[src/rtl/minterm_sweeper_if.sv]
// Handshake/result bundle between the exhaustive sweeper and its controller/DUT harness.
interface minterm_sweeper_if #(
   parameter int unsigned N = 4
);
   localparam int unsigned VECS  = 2 ** N;
   localparam int unsigned ERR_W = N + 1;

   logic              start;
   logic [VECS-1:0]   exp_tt;
   logic              dut_f;
   logic [N-1:0]      vec;
   logic              busy;
   logic              done;
   logic              pass;
   logic [ERR_W-1:0]  err_cnt;
   logic [N-1:0]      first_err;
   logic              first_err_vld;

   // Sweeper side: drives the vector and results, observes the DUT response.
   modport master (
      input  start, exp_tt, dut_f,
      output vec, busy, done, pass, err_cnt, first_err, first_err_vld
   );

   // Controller side: requests sweeps, supplies the DUT response, reads results.
   modport slave (
      output start, exp_tt, dut_f,
      input  vec, busy, done, pass, err_cnt, first_err, first_err_vld
   );
endinterface

[src/rtl/minterm_sweeper.sv]
// Exhaustive truth-table sweeper/checker for an N-input, 1-output combinational DUT.
// Define SWEEP_GRAY_EN to sweep in reflected-binary Gray order instead of binary order.
module minterm_sweeper #(
   parameter int unsigned N    = 4,
   parameter int unsigned HOLD = 2
) (
   input  logic                 clk,
   input  logic                 rst,
   minterm_sweeper_if.master    bus
);
   localparam int unsigned VECS   = 2 ** N;
   localparam int unsigned ERR_W  = N + 1;
   localparam int unsigned HOLD_W = (HOLD > 1) ? $clog2(HOLD) : 1;
   localparam logic [HOLD_W-1:0] HOLD_LAST = HOLD_W'(HOLD - 1);

   typedef enum logic [1:0] {
      ST_IDLE  = 2'd0,
      ST_DRIVE = 2'd1,
      ST_DONE  = 2'd2
   } state_t;

   state_t             state_q,         state_n;
   logic [N-1:0]       cnt_q,           cnt_n;
   logic [HOLD_W-1:0]  hold_q,          hold_n;
   logic [VECS-1:0]    exp_q,           exp_n;
   logic [N-1:0]       vec_q,           vec_n;
   logic               busy_q,          busy_n;
   logic               done_q,          done_n;
   logic               pass_q,          pass_n;
   logic [ERR_W-1:0]   err_cnt_q,       err_cnt_n;
   logic [N-1:0]       first_err_q,     first_err_n;
   logic               first_err_vld_q, first_err_vld_n;
   logic               mismatch_c;

   // Map the internal binary count onto the driven sequence vector.
   function automatic logic [N-1:0] seq_vec(input logic [N-1:0] b);
`ifdef SWEEP_GRAY_EN
      return b ^ (b >> 1);
`else
      return b;
`endif
   endfunction

   assign mismatch_c = (bus.dut_f != exp_q[vec_q]);

   // State and result registers.
   always_ff @(posedge clk) begin
      if (rst) begin
         state_q         <= ST_IDLE;
         cnt_q           <= '0;
         hold_q          <= '0;
         exp_q           <= '0;
         vec_q           <= '0;
         busy_q          <= 1'b0;
         done_q          <= 1'b0;
         pass_q          <= 1'b0;
         err_cnt_q       <= '0;
         first_err_q     <= '0;
         first_err_vld_q <= 1'b0;
      end else begin
         state_q         <= state_n;
         cnt_q           <= cnt_n;
         hold_q          <= hold_n;
         exp_q           <= exp_n;
         vec_q           <= vec_n;
         busy_q          <= busy_n;
         done_q          <= done_n;
         pass_q          <= pass_n;
         err_cnt_q       <= err_cnt_n;
         first_err_q     <= first_err_n;
         first_err_vld_q <= first_err_vld_n;
      end
   end

   // Next-state and next-result logic.
   always_comb begin
      state_n         = state_q;
      cnt_n           = cnt_q;
      hold_n          = hold_q;
      exp_n           = exp_q;
      vec_n           = vec_q;
      busy_n          = busy_q;
      done_n          = done_q;
      pass_n          = pass_q;
      err_cnt_n       = err_cnt_q;
      first_err_n     = first_err_q;
      first_err_vld_n = first_err_vld_q;

      unique case (state_q)
         ST_IDLE, ST_DONE: begin
            if (bus.start) begin
               state_n         = ST_DRIVE;
               exp_n           = bus.exp_tt;
               cnt_n           = '0;
               vec_n           = seq_vec('0);
               hold_n          = '0;
               busy_n          = 1'b1;
               done_n          = 1'b0;
               pass_n          = 1'b0;
               err_cnt_n       = '0;
               first_err_n     = '0;
               first_err_vld_n = 1'b0;
            end
         end

         ST_DRIVE: begin
            if (hold_q != HOLD_LAST) begin
               hold_n = hold_q + HOLD_W'(1);
            end else begin
               hold_n = '0;
               if (mismatch_c) begin
                  err_cnt_n = err_cnt_q + ERR_W'(1);
                  if (!first_err_vld_q) begin
                     first_err_n     = vec_q;
                     first_err_vld_n = 1'b1;
                  end
               end
               // The count reaching all-ones marks the last vector in either order.
               if (cnt_q == {N{1'b1}}) begin
                  state_n = ST_DONE;
                  busy_n  = 1'b0;
                  done_n  = 1'b1;
                  pass_n  = (err_cnt_n == '0);
               end else begin
                  cnt_n = cnt_q + N'(1);
                  vec_n = seq_vec(cnt_n);
               end
            end
         end

         default: begin
            state_n = ST_IDLE;
         end
      endcase
   end

   assign bus.vec           = vec_q;
   assign bus.busy          = busy_q;
   assign bus.done          = done_q;
   assign bus.pass          = pass_q;
   assign bus.err_cnt       = err_cnt_q;
   assign bus.first_err     = first_err_q;
   assign bus.first_err_vld = first_err_vld_q;
endmodule

[src/flat_wrapper.sv]
// flat-port wrapper written by rule: the top's interface ports become plain ports
module minterm_sweeper_flat 
#(
   parameter int unsigned N    = 4,
   parameter int unsigned HOLD = 2
)
  (clk, rst, bus_start, bus_exp_tt, bus_dut_f, bus_vec, bus_busy, bus_done, bus_pass, bus_err_cnt, bus_first_err, bus_first_err_vld);
  minterm_sweeper_if #(.N(N)) bus_i ();
  input  logic clk;
  input  logic rst;
  input wire logic [$bits(bus_i.start)-1:0] bus_start;
  input wire logic [$bits(bus_i.exp_tt)-1:0] bus_exp_tt;
  input wire logic [$bits(bus_i.dut_f)-1:0] bus_dut_f;
  output wire logic [$bits(bus_i.vec)-1:0] bus_vec;
  output wire logic [$bits(bus_i.busy)-1:0] bus_busy;
  output wire logic [$bits(bus_i.done)-1:0] bus_done;
  output wire logic [$bits(bus_i.pass)-1:0] bus_pass;
  output wire logic [$bits(bus_i.err_cnt)-1:0] bus_err_cnt;
  output wire logic [$bits(bus_i.first_err)-1:0] bus_first_err;
  output wire logic [$bits(bus_i.first_err_vld)-1:0] bus_first_err_vld;
  assign bus_i.start = bus_start;
  assign bus_i.exp_tt = bus_exp_tt;
  assign bus_i.dut_f = bus_dut_f;
  assign bus_vec = bus_i.vec;
  assign bus_busy = bus_i.busy;
  assign bus_done = bus_i.done;
  assign bus_pass = bus_i.pass;
  assign bus_err_cnt = bus_i.err_cnt;
  assign bus_first_err = bus_i.first_err;
  assign bus_first_err_vld = bus_i.first_err_vld;
  minterm_sweeper #(.N(N), .HOLD(HOLD)) u_core (.clk(clk), .rst(rst), .bus(bus_i));
endmodule
[config.mk]
export PLATFORM = sky130hd
export DESIGN_NAME = minterm_sweeper_flat
export DESIGN_NICKNAME = d
export VERILOG_FILES = /design/src/rtl/minterm_sweeper_if.sv /design/src/rtl/minterm_sweeper.sv /design/src/flat_wrapper.sv
export SDC_FILE = /design/constraint.sdc
export NUM_CORES = 1
export LEC_CHECK = 0
export BUFFER_PORTS_ARGS = -buffer_cell sky130_fd_sc_hd__clkbuf_2
export CAP_MARGIN = 30
export CORE_UTILIZATION = 55
export CTS_BUF_LIST = sky130_fd_sc_hd__clkbuf_8
export DETAILED_ROUTE_END_ITERATION = 7
export GPL_TIMING_DRIVEN = 0
export PLACE_DENSITY = 0.87
export SLEW_MARGIN = 25
export SYNTH_ARGS = -nofsm -noshare
export SYNTH_HDL_FRONTEND = slang
export SYNTH_SLANG_ARGS = --single-unit
[constraint.sdc]
create_clock -name clk -period 5.2 [get_ports clk]
set_input_delay 1.04 -clock clk [delete_from_list [all_inputs] [get_ports clk]]
set_output_delay 1.04 -clock clk [all_outputs]
set_load 0.01 [all_outputs]
# Word-level counts from Yosys, hierarchy flattened
# Cells that the tools add are included.
dict set report totals {
  register_bits 36
  input_bits 20
  elab_cells 72
}
dict set report op_classes {
  n_addsub 3
  magnitude_cmp 1
  n_eq_ne 10
  muxes 36
  n_reduce_logical 12
}
# operator count
set ops {}
lappend ops {{$mux W5} 5}
lappend ops {{$mux W4} 6}
lappend ops {{$pmux W4 S2} 2}
lappend ops {{$mux W1} 12}
lappend ops {{$reduce_and A4 Y1} 3}
lappend ops {{$pmux W1 S2} 5}
lappend ops {{$pmux W5 S2} 1}
lappend ops {{$mux W2} 3}
lappend ops {{$ne A2 B1 Y1 const B} 3}
lappend ops {{$ne A2 B2 Y1 const B} 3}
lappend ops {{$reduce_and A3 Y1} 2}
lappend ops {{$add A5 B1 Y5 const B} 1}
lappend ops {{$logic_not A5 Y1} 1}
lappend ops {{$lt A4 B5 Y1 const B} 1}
lappend ops {{$reduce_and A5 Y1} 1}
lappend ops {{$add A4 B1 Y4 const B} 1}
lappend ops {{$bmux W1 S4} 1}
lappend ops {{$eq A4 B4 Y1 const B} 1}
lappend ops {{$pmux W2 S2} 1}
lappend ops {{$reduce_and A2 Y1} 2}
lappend ops {{$eq A2 B1 Y1 const B} 1}
lappend ops {{$eq A2 B2 Y1 const B} 1}
lappend ops {{$logic_not A2 Y1} 1}
lappend ops {{$reduce_bool A2 Y1} 1}
lappend ops {{other kinds (3)} 3}

# Logic depth before layout (Yosys ltp)
dict set report logic_depth {
  word_depth 10
  depth_mapped 7
  ltp_nobuf 6
}

# Least setup slack after synthesis
# No wires, ideal clock.
dict set report synth_path {
  kind {reg2reg}
  startpoint {reg u_core.cnt_q[0] (netlist name)}
  endpoint {reg u_core.first_err_q[0] (netlist: u_core.bus.first_err[0])}
  setup_time_ns 0.072
  arrival_ns 2.332
  required_time_ns 5.128
  path_slack_ns 2.796
  path_stages_with_launch 8
  n_path_buf 1
  synth_period_minus_slack_ns 2.404
  cell_sequence {dfxtp_1 > buf_6 > mux4_1 > mux2i_2 > mux2i_1 > xnor2_1 > nor3_1 > mux2i_1}
}
# element line
set synth_lines {}
lappend synth_lines {{end signal: assignment} minterm_sweeper.sv:70} ;# first_err_q <= first_err_n;
lappend synth_lines {{end: declaration} minterm_sweeper.sv:31} ;# logic [N-1:0] first_err_q, first_err_n;

==> out/metrics.csv <==
stage;metric;value;unit
outcome;status;complete, no violations;
synth;Area contributors post-synth;dfxtp_1 40%, nand2_1 9.1%, a21oi_1 7.2%;
worst_setup_path;worst-path fanout max;9;
worst_setup_path;Worst path max stage delay;0.57;ns
timing;Final Cycle Share;50.3;%
worst_setup_path;kind of critical path;reg -> reg;
power_and_ir_drop;Net Sw Power;0.000139;W
worst_setup_path;endpoint class of the critical path;flip-flop;
worst_hold_path;Hold Path Depth;2;
timing;fin worst setup slack;2.59;ns
clock_network;total clock sinks;36;
global_route;antenna violations before repair;0;
worst_setup_path;Data required, critical path;5.42;ns
clock_network;Post-CTS Resized;0;
global_route;Global Route met3 Usage;7.42;%
worst_setup_path;crit path DAT;2.83;ns
detailed_routing;final wirelength;3.70;mm
clock_network;H-tree depth;2;
finish;area grow syn2layout;18.6;%
power_and_ir_drop;Switching Fraction;23.5;%
synth;synthesized flop and latch total;36;
floorplan;Die Height;59.4;um
clock_network;Hold Buf Count CTS;0;
synth;top cells by count, synth;44 x nand2_1, 36 x dfxtp_1, 26 x a21oi_1;
worst_setup_path;worst-path cell chain;buf_6, mux4_1, mux2i_2, mux2i_1, xnor2_1, nor3_1, mux2i_1;
global_route;first-pass GRT wire length;6.04;mm
worst_setup_path;crit start category;flip-flop;
synth;asr flop ratio synth;0;%
timing;Fmax;382;MHz
synth;yosys warns;0;
worst_setup_path;Crit path top cell by count;mux2i_1;
global_route;Global Route Usage Sum;23.6;%
global_route;grt peak-use layer;met2;
timing;Tightest Pin Transition;0.696;ns
clock_network;Clock Tree Buf Depth;2;
detailed_routing;drt via density;5.43;
detailed_routing;drt initial violations;58;
floorplan;Die X-Extent;59.4;um
timing;Post-Route Setup TNS;0;ns
finish;layout cells sized above 1;20.6;%
worst_setup_path;Crit-path slowest cell;mux4_1;
floorplan;floorplan row count;20;
synth;Cells after Synth;209;
place;GPL Wtd Cong;0.822;
synth;post-synthesis net count;231;
detailed_routing;Avg WL per Cell;12.5;um
synth;Yosys top cell by area;dfxtp_1;
detailed_routing;post-route ant nets;0;
timing;Tmin final;2.61;ns
timing;Relative slew margins;53.3;%
timing;clock skew;0.00477;ns
place;Setup Slack @ Placement;2.59;ns
floorplan;Core Box Area;3080;um2
synth;Syn Area/Cell;8.67;um2
global_route;GRT Residual Overflow;0;
clock_network;Skew-Pair Late Insertion Delay;0.29;ns
power_and_ir_drop;Comb pwr share;10.3;%
synth;register area share after synthesis;39.8;%
synth;Post-synth EDFFs;0;
timing;Hold Vio Cnt, Final;0;
finish;fill cell total of the finished layout;267;
clock_network;setup bufs post-CTS;0;
timing;unrepaired setup endpoints after global routing;false;
power_and_ir_drop;Max IR drop VDD;0.000175;V
finish;Nets;273;
clock_network;CTS tree;yes;
worst_setup_path;R2R depth;7;
power_and_ir_drop;Pint;0.000451;W
job;max-cap violation count;0;
worst_hold_path;min-delay worst type;reg -> reg;
detailed_routing;DR pass1 iterations;4;
power_and_ir_drop;leakage;0.873;nW
floorplan;die area;3530;um2
timing;Final setup viols;0;
finish;sequential cell area;721;um2
detailed_routing;via count;1607;
synth;synthesized cell area;1810;um2
place;HPWL after detailed placement;2.70;mm
clock_network;Clock Pin Slew Worst Setup and Hold Paths;0.07;ns
place;IO buf count;35;
synth;Unique masters post-synth;40;
detailed_routing;drc violations;0;
clock_network;CTS buffer count;5;
power_and_ir_drop;sequential power share;49.4;%
global_route;GR Layer Usage met1;29.0;%
floorplan;initial core utilization;58.9;%
timing;pins over their slew limit;0;
synth;top_reg_cell synth;dfxtp_1;
finish;Antenna Cells;0;
finish;area of the multi-input gates;1030;um2
global_route;global routing usage on met2;37.7;%
power_and_ir_drop;Clock power frac;40.3;%
synth;Yosys top cell area share;39.8;%
floorplan;Ports;37;
synth;most common cell in the netlist;nand2_1;
global_route;pin count of the biggest net entering global routing;12;
clock_network;Root Buffer;clkbuf_8;
global_route;vias in the first global route;1374;
power_and_ir_drop;PwrDens;274;nW/um2
==> flip-flops by register name, indices dropped and copies added (netlist names) <==
register                  flops
u_core.bus.first_err          4
u_core.bus.first_err_vld      1
u_core.bus.done               1
u_core.exp_q                 16
u_core.cnt_q                  4
u_core.state_q                2
u_core.bus.busy               1
u_core.bus.err_cnt            5
u_core.bus.pass               1
u_core.hold_q                 1
==> path summary, 6_finish.rpt <==
kind         slack [ns]                          from                                   end
min reg2reg        0.45  u_core.exp_q[6]$_SDFFE_PP0P_          u_core.exp_q[6]$_SDFFE_PP0P_
max reg2reg        2.59  u_core.cnt_q[0]$_SDFFE_PP0P_  u_core.bus.first_err[0]$_SDFFE_PP0P_
min                0.45  u_core.exp_q[6]$_SDFFE_PP0P_          u_core.exp_q[6]$_SDFFE_PP0P_
max                2.59  u_core.cnt_q[0]$_SDFFE_PP0P_  u_core.bus.first_err[0]$_SDFFE_PP0P_
==> worst max-delay path, delay by kind of cell (launching register included) <==
family	cells	cell delay (ns)
buf+inv	1	0.16
mux	4	1.27
xor+xnor	1	0.18
simple gates	1	0.56
flops	1	0.38
==> cell type report <==
class	instances	area share (%)
Timing Repair Buffer	35	8.14
Clock buffer	5	3.20
Tap cell	44	2.56
Sequential cell	36	33.5
Multi-Input combinational cell	158	47.8
Buffer	15	3.03
Clock inverter	3	1.80
==> metrics by stage <==
stage          area, um2  hold WS, ns  util (%)  total power, W  std cells
2_1_floorplan       1810        0.432         -        0.000339        209
3_3_place_gp        2040        0.440      66.4        0.000356        288
3_5_place_dp        2040        0.447      66.4        0.000358        288
4_1_cts             2150        0.457      69.9        0.000598        296
5_1_grt             2150        0.475      69.9        0.000618        296
6_report            2150        0.453      69.9        0.000590        296
==> cells in the final DEF (no fill, tap or decap), types with 2 or more instances in the layout <==
cell      count
o21ai_0       4
nor2_1        9
dfxtp_1      36
mux4_2        2
clkbuf_8      5
nor3_1        7
nand3_1       4
clkbuf_1     11
nor3b_1       2
and3_1        3
clkbuf_2     35
nand4b_1      3
xnor2_1       4
xor2_1        3
nand4_1       2
mux2i_1      10
nand2b_1      8
and2_1        3
nand2_1      44
buf_1         2
nor2b_1       3
ha_1          2
mux4_1        2
a21oi_1      26
a22oi_1       2
==> power by group through the flow <==
stage / Clock [W] / Combinational (W) / Sequential [W]
2_1_floorplan: 0 / 0.0000423 / 0.000296
3_3_place_gp: 0 / 0.0000594 / 0.000297
3_5_place_dp: 0 / 0.0000604 / 0.000298
4_1_cts: 0.000246 / 0.0000608 / 0.000291
5_1_grt: 0.000258 / 0.0000675 / 0.000292
6_report: 0.000238 / 0.0000607 / 0.000291
==> kinds of logic after synthesis <==
family / count (synthesis) / synth area share, %
and+or+nand+nor: 93 / 24.9
buffers and inverters: 15 / 3.59
adders and majority gates: 2 / 1.38
DFF: 36 / 39.8
muxes: 17 / 13.7
AOI/OAI and AO/OA: 39 / 13.3
xor gates and xnor gates: 7 / 3.38
==> routing by layer <==
metal  share of wire (%)  routed length, um
met5                   0                  0
met4                 1.7                 63
met3                 6.4                238
met2                  46               1720
met1                  45               1680
Note: power is estimated with default switching activity, not from simulation.
